===== src/rtl/imem_fetch_arbiter.sv =====
// ---------------------------------------------------------------------------
// imem_fetch_arbiter
//
// Shares the single-ported, read-only instruction memory between the pipeline
// fetch stage and a debug read port. A granted read holds the word-aligned
// address on mem_addr for RD_CYCLES cycles to cover the memory latency, then
// captures mem_data into the owner's data register and pulses the owner's
// valid for one cycle. A fetch flush during a fetch transaction lets the
// memory access finish but discards its result.
//
// Parameters:
//   RD_CYCLES    cycles the address is held before data is sampled (1..15)
//
// Ports:
//   CLK          clock, all state updates on the rising edge
//   Reset        synchronous, active-high reset
//   fetch_req    fetch read request (held by requester until granted)
//   fetch_addr   fetch byte address
//   fetch_gnt    fetch request accepted this cycle (combinational)
//   fetch_valid  one-cycle pulse, fetch_data is new
//   fetch_data   last fetch instruction word
//   dbg_req      debug read request (held by requester until granted)
//   dbg_addr     debug byte address
//   dbg_gnt      debug request accepted this cycle (combinational)
//   dbg_valid    one-cycle pulse, dbg_data is new
//   dbg_data     last debug word
//   flush        discard outstanding or same-cycle fetch transaction
//   mem_addr     word-aligned address to the instruction memory
//   mem_data     word returned by the instruction memory
//   busy         a transaction is occupying the memory
// ---------------------------------------------------------------------------
module imem_fetch_arbiter #(
    parameter int unsigned RD_CYCLES = 2
) (
    input  logic        CLK,
    input  logic        Reset,
    input  logic        fetch_req,
    input  logic [63:0] fetch_addr,
    output logic        fetch_gnt,
    output logic        fetch_valid,
    output logic [31:0] fetch_data,
    input  logic        dbg_req,
    input  logic [63:0] dbg_addr,
    output logic        dbg_gnt,
    output logic        dbg_valid,
    output logic [31:0] dbg_data,
    input  logic        flush,
    output logic [63:0] mem_addr,
    input  logic [31:0] mem_data,
    output logic        busy
);

    typedef enum logic {
        IDLE = 1'b0,
        WAIT = 1'b1
    } state_t;

    localparam logic [3:0] CNT_LOAD = 4'(RD_CYCLES - 1);

    state_t      state_q,       state_d;
    logic        prio_q,        prio_d;       // 1: debug wins a tie
    logic        owner_dbg_q,   owner_dbg_d;  // 1: debug owns the memory
    logic        kill_q,        kill_d;
    logic [3:0]  cnt_q,         cnt_d;
    logic [63:0] mem_addr_q,    mem_addr_d;
    logic [31:0] fetch_data_q,  fetch_data_d;
    logic [31:0] dbg_data_q,    dbg_data_d;
    logic        fetch_valid_q, fetch_valid_d;
    logic        dbg_valid_q,   dbg_valid_d;

    logic        fetch_cand;
    logic        dbg_cand;
    logic        kill_now;

    // Byte-offset bits never reach the memory; the port is word addressed.
    logic        unused_addr_bits;
    assign unused_addr_bits = ^{fetch_addr[1:0], dbg_addr[1:0]};

    assign fetch_cand = fetch_req && !flush;
    assign dbg_cand   = dbg_req;

    always_comb begin
        // NOTE: every signal driven here gets a default first, so no path
        // through the case statement can leave one unassigned and infer a latch.
        state_d       = state_q;
        prio_d        = prio_q;
        owner_dbg_d   = owner_dbg_q;
        kill_d        = kill_q;
        cnt_d         = cnt_q;
        mem_addr_d    = mem_addr_q;
        fetch_data_d  = fetch_data_q;
        dbg_data_d    = dbg_data_q;
        fetch_valid_d = 1'b0;
        dbg_valid_d   = 1'b0;
        fetch_gnt     = 1'b0;
        dbg_gnt       = 1'b0;
        kill_now      = 1'b0;

        unique case (state_q)
            IDLE: begin
                // Grants are withheld during reset so nothing is started that
                // the reset would immediately abort.
                if (!Reset) begin
                    if (fetch_cand && (!dbg_cand || !prio_q)) begin
                        fetch_gnt = 1'b1;
                    end else if (dbg_cand) begin
                        dbg_gnt = 1'b1;
                    end
                end

                if (fetch_gnt || dbg_gnt) begin
                    state_d     = WAIT;
                    owner_dbg_d = dbg_gnt;
                    prio_d      = fetch_gnt;   // round-robin: loser of this grant wins next tie
                    cnt_d       = CNT_LOAD;
                    kill_d      = 1'b0;
                    mem_addr_d  = fetch_gnt ? {fetch_addr[63:2], 2'b00}
                                            : {dbg_addr[63:2], 2'b00};
                end
            end

            WAIT: begin
                // A flush in the completion cycle itself must still kill the
                // response, so the live flush is folded in with the sticky flag.
                kill_now = kill_q || (flush && !owner_dbg_q);

                if (cnt_q == 4'd0) begin
                    state_d = IDLE;
                    kill_d  = 1'b0;
                    if (owner_dbg_q) begin
                        dbg_data_d  = mem_data;
                        dbg_valid_d = 1'b1;
                    end else if (!kill_now) begin
                        fetch_data_d  = mem_data;
                        fetch_valid_d = 1'b1;
                    end
                end else begin
                    cnt_d  = cnt_q - 4'd1;
                    kill_d = kill_now;
                end
            end

            default: state_d = IDLE;
        endcase
    end

    always_ff @(posedge CLK) begin
        // NOTE: non-blocking assignments keep every flop updating from the
        // same pre-edge values regardless of statement order.
        if (Reset) begin
            state_q       <= IDLE;
            prio_q        <= 1'b0;
            owner_dbg_q   <= 1'b0;
            kill_q        <= 1'b0;
            cnt_q         <= 4'd0;
            mem_addr_q    <= 64'd0;
            // NOTE: the data registers are reset too because their contents
            // are visible on the outputs straight after reset.
            fetch_data_q  <= 32'd0;
            dbg_data_q    <= 32'd0;
            fetch_valid_q <= 1'b0;
            dbg_valid_q   <= 1'b0;
        end else begin
            state_q       <= state_d;
            prio_q        <= prio_d;
            owner_dbg_q   <= owner_dbg_d;
            kill_q        <= kill_d;
            cnt_q         <= cnt_d;
            mem_addr_q    <= mem_addr_d;
            fetch_data_q  <= fetch_data_d;
            dbg_data_q    <= dbg_data_d;
            fetch_valid_q <= fetch_valid_d;
            dbg_valid_q   <= dbg_valid_d;
        end
    end

    assign mem_addr    = mem_addr_q;
    assign fetch_data  = fetch_data_q;
    assign dbg_data    = dbg_data_q;
    assign fetch_valid = fetch_valid_q;
    assign dbg_valid   = dbg_valid_q;
    assign busy        = (state_q == WAIT);

endmodule


===== config.mk =====
export PLATFORM = sky130hd
export DESIGN_NAME = imem_fetch_arbiter
export DESIGN_NICKNAME = d
export VERILOG_FILES = /design/src/rtl/imem_fetch_arbiter.sv
export SDC_FILE = /design/constraint.sdc
export NUM_CORES = 1
export LEC_CHECK = 0
export CAP_MARGIN = 0
export CELL_PAD_IN_SITES_DETAIL_PLACEMENT = 0
export CELL_PAD_IN_SITES_GLOBAL_PLACEMENT = 1
export CORE_MARGIN = 10
export CORE_UTILIZATION = 28
export CTS_CLUSTER_DIAMETER = 50
export CTS_CLUSTER_SIZE = 24
export DETAILED_ROUTE_END_ITERATION = 8
export PLACE_DENSITY = 0.84
export SKIP_CTS_REPAIR_TIMING = 1
export SKIP_LAST_GASP = 1
export SLEW_MARGIN = 20
export SYNTH_ARGS = -nofsm -noshare
export SYNTH_HDL_FRONTEND = slang
export SYNTH_SLANG_ARGS = --single-unit

===== constraint.sdc =====
create_clock -name CLK -period 2 [get_ports CLK]
set_input_delay 0.3 -clock CLK [delete_from_list [all_inputs] [get_ports CLK]]
set_output_delay 0.3 -clock CLK [all_outputs]
set_load 0.01 [all_outputs]

* Word level (Yosys, flattened, before mapping)
Cells that the tools add are included.
Word-level totals: register bits 138, input port bits 165, output and inout port bits 133, word-level logic and storage cells 55
Cells by class: add/sub/neg operators 1, equality and inequality tests 2, multiplexer cells 21, bitwise gates (word level) 4, reductions and logical operators 17
Operators by type and width (number):
- two-way mux 64 bit | 1
- two-way mux 1 bit | 15
- two-way mux 4 bit | 2
- one-hot mux 4 bit (2 select lines) | 1
- zero test 1 bit | 4
- zero test 4 bit | 1
- inequality test 2 bit (second input constant) | 2
- inverter 1 bit | 4
- one-hot mux 1 bit (2 select lines) | 2
- AND reduction 2 bit | 2
- AND reduction 4 bit | 1
- OR reduction 4 bit | 1
- subtractor 4 x 1 -> 4 bit (second input constant) | 1
- logical AND 1 bit | 3
- logical OR 1 bit | 3
- AND reduction 3 bit | 1
- OR reduction 3 bit | 1

* Logic depth before layout (Yosys ltp)
depth after elaboration 9, depth in mapped cells 8, mapped depth without buffers 6

* Worst setup path before layout
OpenSTA, ideal clock, no wires.
path type input to output, from in flush, to out fetch_gnt, arrival 1.407 ns, required time 1.700 ns, path slack 0.293 ns, cell stages on the path 6, buffers on the path 3, path through nand2b_4 -> buf_6 -> or3_1 -> buf_2 -> clkbuf_1 -> nor2_1
On the way: cells in the longest elaborated chain, start to end 7
RTL lines:
- start, declared | line 47 | input logic flush,
- zero test 1 bit | line 79 | assign fetch_cand = fetch_req && !flush;
- logical AND 1 bit | line 79
- logical AND 1 bit | line 104 | if (fetch_cand && (!dbg_cand || !prio_q)) begin
- two-way mux 1 bit | line 104
- two-way mux 1 bit | line 103 | if (!Reset) begin
- two-way mux 1 bit (2 in a row) | line 99 | unique case (state_q)
- end, declared | line 39 | output logic fetch_gnt,
No other way between the ends. The select of a mux whose other input is x is not followed.

* Worst setup path after layout
Ends and elaborated chain as after synthesis.

==> impl.org <==
** Synth
- Sorting the synthesized cells by area gives the leading types as sky130_fd_sc_hd__dfxtp_1 (48%), sky130_fd_sc_hd__a211oi_2 (13%), sky130_fd_sc_hd__nand2_1 (13%).
- Synthesized area :: 5700 um2
- Post-synthesis area per instance :: 8.33 um2
- Post-Synthesis Cells :: 684
- Fraction of the yosys area taken by sequential cells :: 47.8%
- Number of distinct standard cells referenced by the synthesized netlist :: 37
- Synthesis inferred 136 register bits.
- For this run, the number of Yosys warnings is 0.
- Portion of synthesized cell area occupied by the leading cell type :: 47.8%
- sky130_fd_sc_hd__dfxtp_1 takes more of the synthesized area than any other cell.

** Clock network
- The tree built by TritonCTS fans out to 136 sinks.
- The number of clock buffers added by TritonCTS is 17.
- Number of H-tree levels :: 4
- Clock-pin slew on the worst setup and hold paths :: 0.06 ns
- Latest clock arrival within the worst-skew pair :: 0.41 ns
- Clock Path Buffers :: 2
- TritonCTS built the clock tree.
- CTS placed an instance of sky130_fd_sc_hd__clkbuf_16 at the clock tree root.

** Timing
- Setup violations remaining at the end of the flow were counted as 0.
- Setup repair after global routing left no endpoint under its margin.
- The number of pins with negative max-slew slack in the final report is 0.
- The worst pin sits at a relative slew slack of 38.0%.
- The number of failing hold endpoints at the final stage is 0.
- Share of the clock period used by the worst path after layout :: 92.4%
- Actual slew at the worst max-slew pin :: 0.930 ns
- Worst Skew :: 0.0101 ns
- Fmax :: 0.541 GHz
- Tmin final :: 1.85 ns

** Setup path
- Type of the worst setup path :: primary input to output port
- Critical-path maximum fanout :: 6
- The worst setup path is captured at an output port.
- Worst R2R Setup Slack :: 0.22 ns
- Depth of the worst register-to-register path :: 7
- At the worst endpoint, the required time is 1.70 ns.
- At the worst endpoint, the arrival time is 1.55 ns.
- STA classifies the critical path startpoint as a primary input.
- FF-to-FF End :: fetch_data[8]$_SDFFE_PP0P_
- The startpoint identified for the worst register-to-register timing path is cnt_q[0]$_SDFFE_PP0P_.

** Global route
- Largest net degree at the start of global routing :: 74
- The first global-routing pass estimated 33300 um of wire.
- Number of antenna violations at the first check in global routing :: 0
- Via count of the first global-routing pass :: 5838
- Congestion Overflow GR :: 0
- GRT Resource Usage Total :: 15.8%

** Final layout
- Finished layout cell area :: 9600 um2
- Counting the fill cells in the layout gives 1955.
- The post-route netlist has 13.4% of its cells at a drive strength greater than 1.
- The repair_antennas step left the layout with diodes totalling 0.
- In the final design database the tool counted 1131 nets.
- Relative to the synthesized area, the layout overhead comes to 68.6%.

** Placement
- DP Area :: 9000 um2
- The wire-length estimate of the detail-placed layout is 15700 um.
- Count of port buffers added during placement :: 291
- The congestion estimate from routability-driven global placement came to 0.781.

** Die
- From left edge to right edge, the die measures 163 um.
- After floorplanning, the core was divided into 52 placement rows.
- Pin placement for this block handled 298 I/O pins.
- The die covers 26400 um2.
- The die is 163 um tall.
- Area of the core region :: 20100 um2
- Starting Density :: 28.3%

** Detailed routing
- The routed layout has 5775 vias.
- In this run the remaining antenna-violating nets after routing total 0.
- After detailed routing, the number of remaining DRC violations is 0.
- The pre-antenna-repair detailed-routing pass consisted of 4 iterations.
- Routed wire length :: 22000 um
- Post-detailed-route via-to-cell ratio :: 4.63
- The detailed router finished its first iteration with 266 violations.
- In the final routed layout, each cell accounts on average for 17.6 um.

** Pwr
- VDD sags by at most 0.000528 V.
- Power spread over the standard cell area amounts to 777 nW/um2.
- Total leakage power :: 3.50 nW
- The design draws 7.46 mW.

** Flow run
- Max-cap violations in this run came to 0.

** Min path
- Worst min-delay path endpoint :: mem_addr[9]$_SDFFE_PP0P_
- Cell count of the worst hold path :: 2
- In this run the most critical hold path is launched from Reset.
- The tightest min-delay check is of the primary input to flop type.

** Run status
- The flow ran to the end, and the final reports show no timing, DRC or antenna violations.
-- synth_stat cells, drive strengths merged --
library cell / number
a211o: 1
a211oi: 63
a21oi: 130
a31oi: 1
a32oi: 1
and2: 1
and3: 2
buf: 32
clkbuf: 28
conb: 1
dfxtp: 136
ha: 1
inv: 3
mux2i: 1
nand2: 191
nand2b: 2
nand3: 2
nand3b: 1
nor2: 70
nor2b: 1
nor3: 2
nor3b: 1
nor4b: 1
o21ai: 5
o31a: 1
o31ai: 1
or3: 2
or4: 1
or4b: 1
xnor2: 1
-- where the power goes --
part	switching, mW	internal (mW)
Clock	1.28	1.88
Sequential	0.0810	2.85
Combinational	0.612	0.752
Total	1.97	5.49
-- flip-flops by register name, indices dropped and copies added (netlist names) --
register / count
dbg_valid: 1
prio_q: 1
owner_dbg_q: 1
kill_q: 1
cnt_q: 4
fetch_data: 32
busy: 1
fetch_valid: 1
dbg_data: 32
mem_addr: 62
-- layout by cell type (no fill, tap or decap), types with 2 or more instances in the layout --
cell and count:
sky130_fd_sc_hd__clkdlybuf4s50_1 288, sky130_fd_sc_hd__nand2_1 191, sky130_fd_sc_hd__dfxtp_1 135, sky130_fd_sc_hd__a21oi_1 130, sky130_fd_sc_hd__nor2_1 69, sky130_fd_sc_hd__a211oi_2 60, sky130_fd_sc_hd__buf_4 20, sky130_fd_sc_hd__clkbuf_16 17
sky130_fd_sc_hd__buf_12 11, sky130_fd_sc_hd__o21ai_0 5, sky130_fd_sc_hd__inv_6 4, sky130_fd_sc_hd__inv_1 3, sky130_fd_sc_hd__clkinv_2 3, sky130_fd_sc_hd__and3_1 2, sky130_fd_sc_hd__nand3_1 2, sky130_fd_sc_hd__a211oi_1 2
sky130_fd_sc_hd__conb_1 2, sky130_fd_sc_hd__bufinv_16 2, sky130_fd_sc_hd__clkinv_4 2, sky130_fd_sc_hd__clkinvlp_4 2
-- kinds of logic (layout without fill, tap and decap cells) --
kind of cell	count (synthesis)	count (layout)	share of synthesized area, %
XOR/XNOR	1	1	0.154
adder cells (fa/ha/maj)	1	1	0.220
AO/OA/AOI/OAI	203	203	26.4
flip-flops	136	136	47.8
buffers and inverters	63	356	5.65
AND/OR/NAND/NOR	278	278	19.6
other	1	2	0.0658
multiplexers	1	1	0.176
-- worst max-delay path, stage by stage --
cell and delay (ns):
sky130_fd_sc_hd__clkdlybuf4s50_1 0.42, sky130_fd_sc_hd__nand2b_4 0.17, sky130_fd_sc_hd__or3_4 0.42, sky130_fd_sc_hd__nor2_4 0.12, sky130_fd_sc_hd__buf_12 0.12
-- worst max path at each step --
stage | start | endpoint | slack, ns | cells past startpoint
6_report | flush | fetch_gnt | 0.15 | 5
5_1_grt | cnt_q[0]$_SDFFE_PP0P_ | fetch_data[21]$_SDFFE_PP0P_ | 0.06 | 7
4_1_cts | flush | fetch_gnt | -0.09 | 5
3_5_place_dp | flush | fetch_gnt | -0.09 | 5
3_3_place_gp | flush | fetch_gnt | -0.07 | 5
2_1_floorplan | flush | fetch_gnt | 0.29 | 6
-- stage by stage --
step	hold WS, ns	setup slack [ns]	cells	TNS [ns]	util (%)
global placement	0.441	-0.0724	1216	-0.121	44.8
floorplan	0.436	0.293	685	0	-
detailed placement	0.447	-0.0918	1216	-0.647	44.8
CTS	0.145	-0.0943	1248	-0.188	47.7
global route	0.151	0.0550	1248	0	47.8
finish	0.170	0.152	1248	0	47.8
-- layer usage --
metal / vias up / GRT usage (%) / share of wire [%]
li1: 2862 / - / -
met1: 2681 / 19.3 / 44
met2: 222 / 24.1 / 43
met3: 10 / 8.42 / 12
met4: 0 / 3.36 / 0.69
met5: - / 0 / 0
-- cell type report --
type	instances	area (um2)	share of cell area, %
inverters	3	11.3	0.117
clock inverters	13	143	1.49
repair buffers	321	3280	34.1
clock buffers	19	443	4.61
multi-input cells	486	2670	27.8
flip-flops and latches	136	2720	28.4
well taps	270	338	3.52
Note: power is estimated with default switching activity, not from simulation.
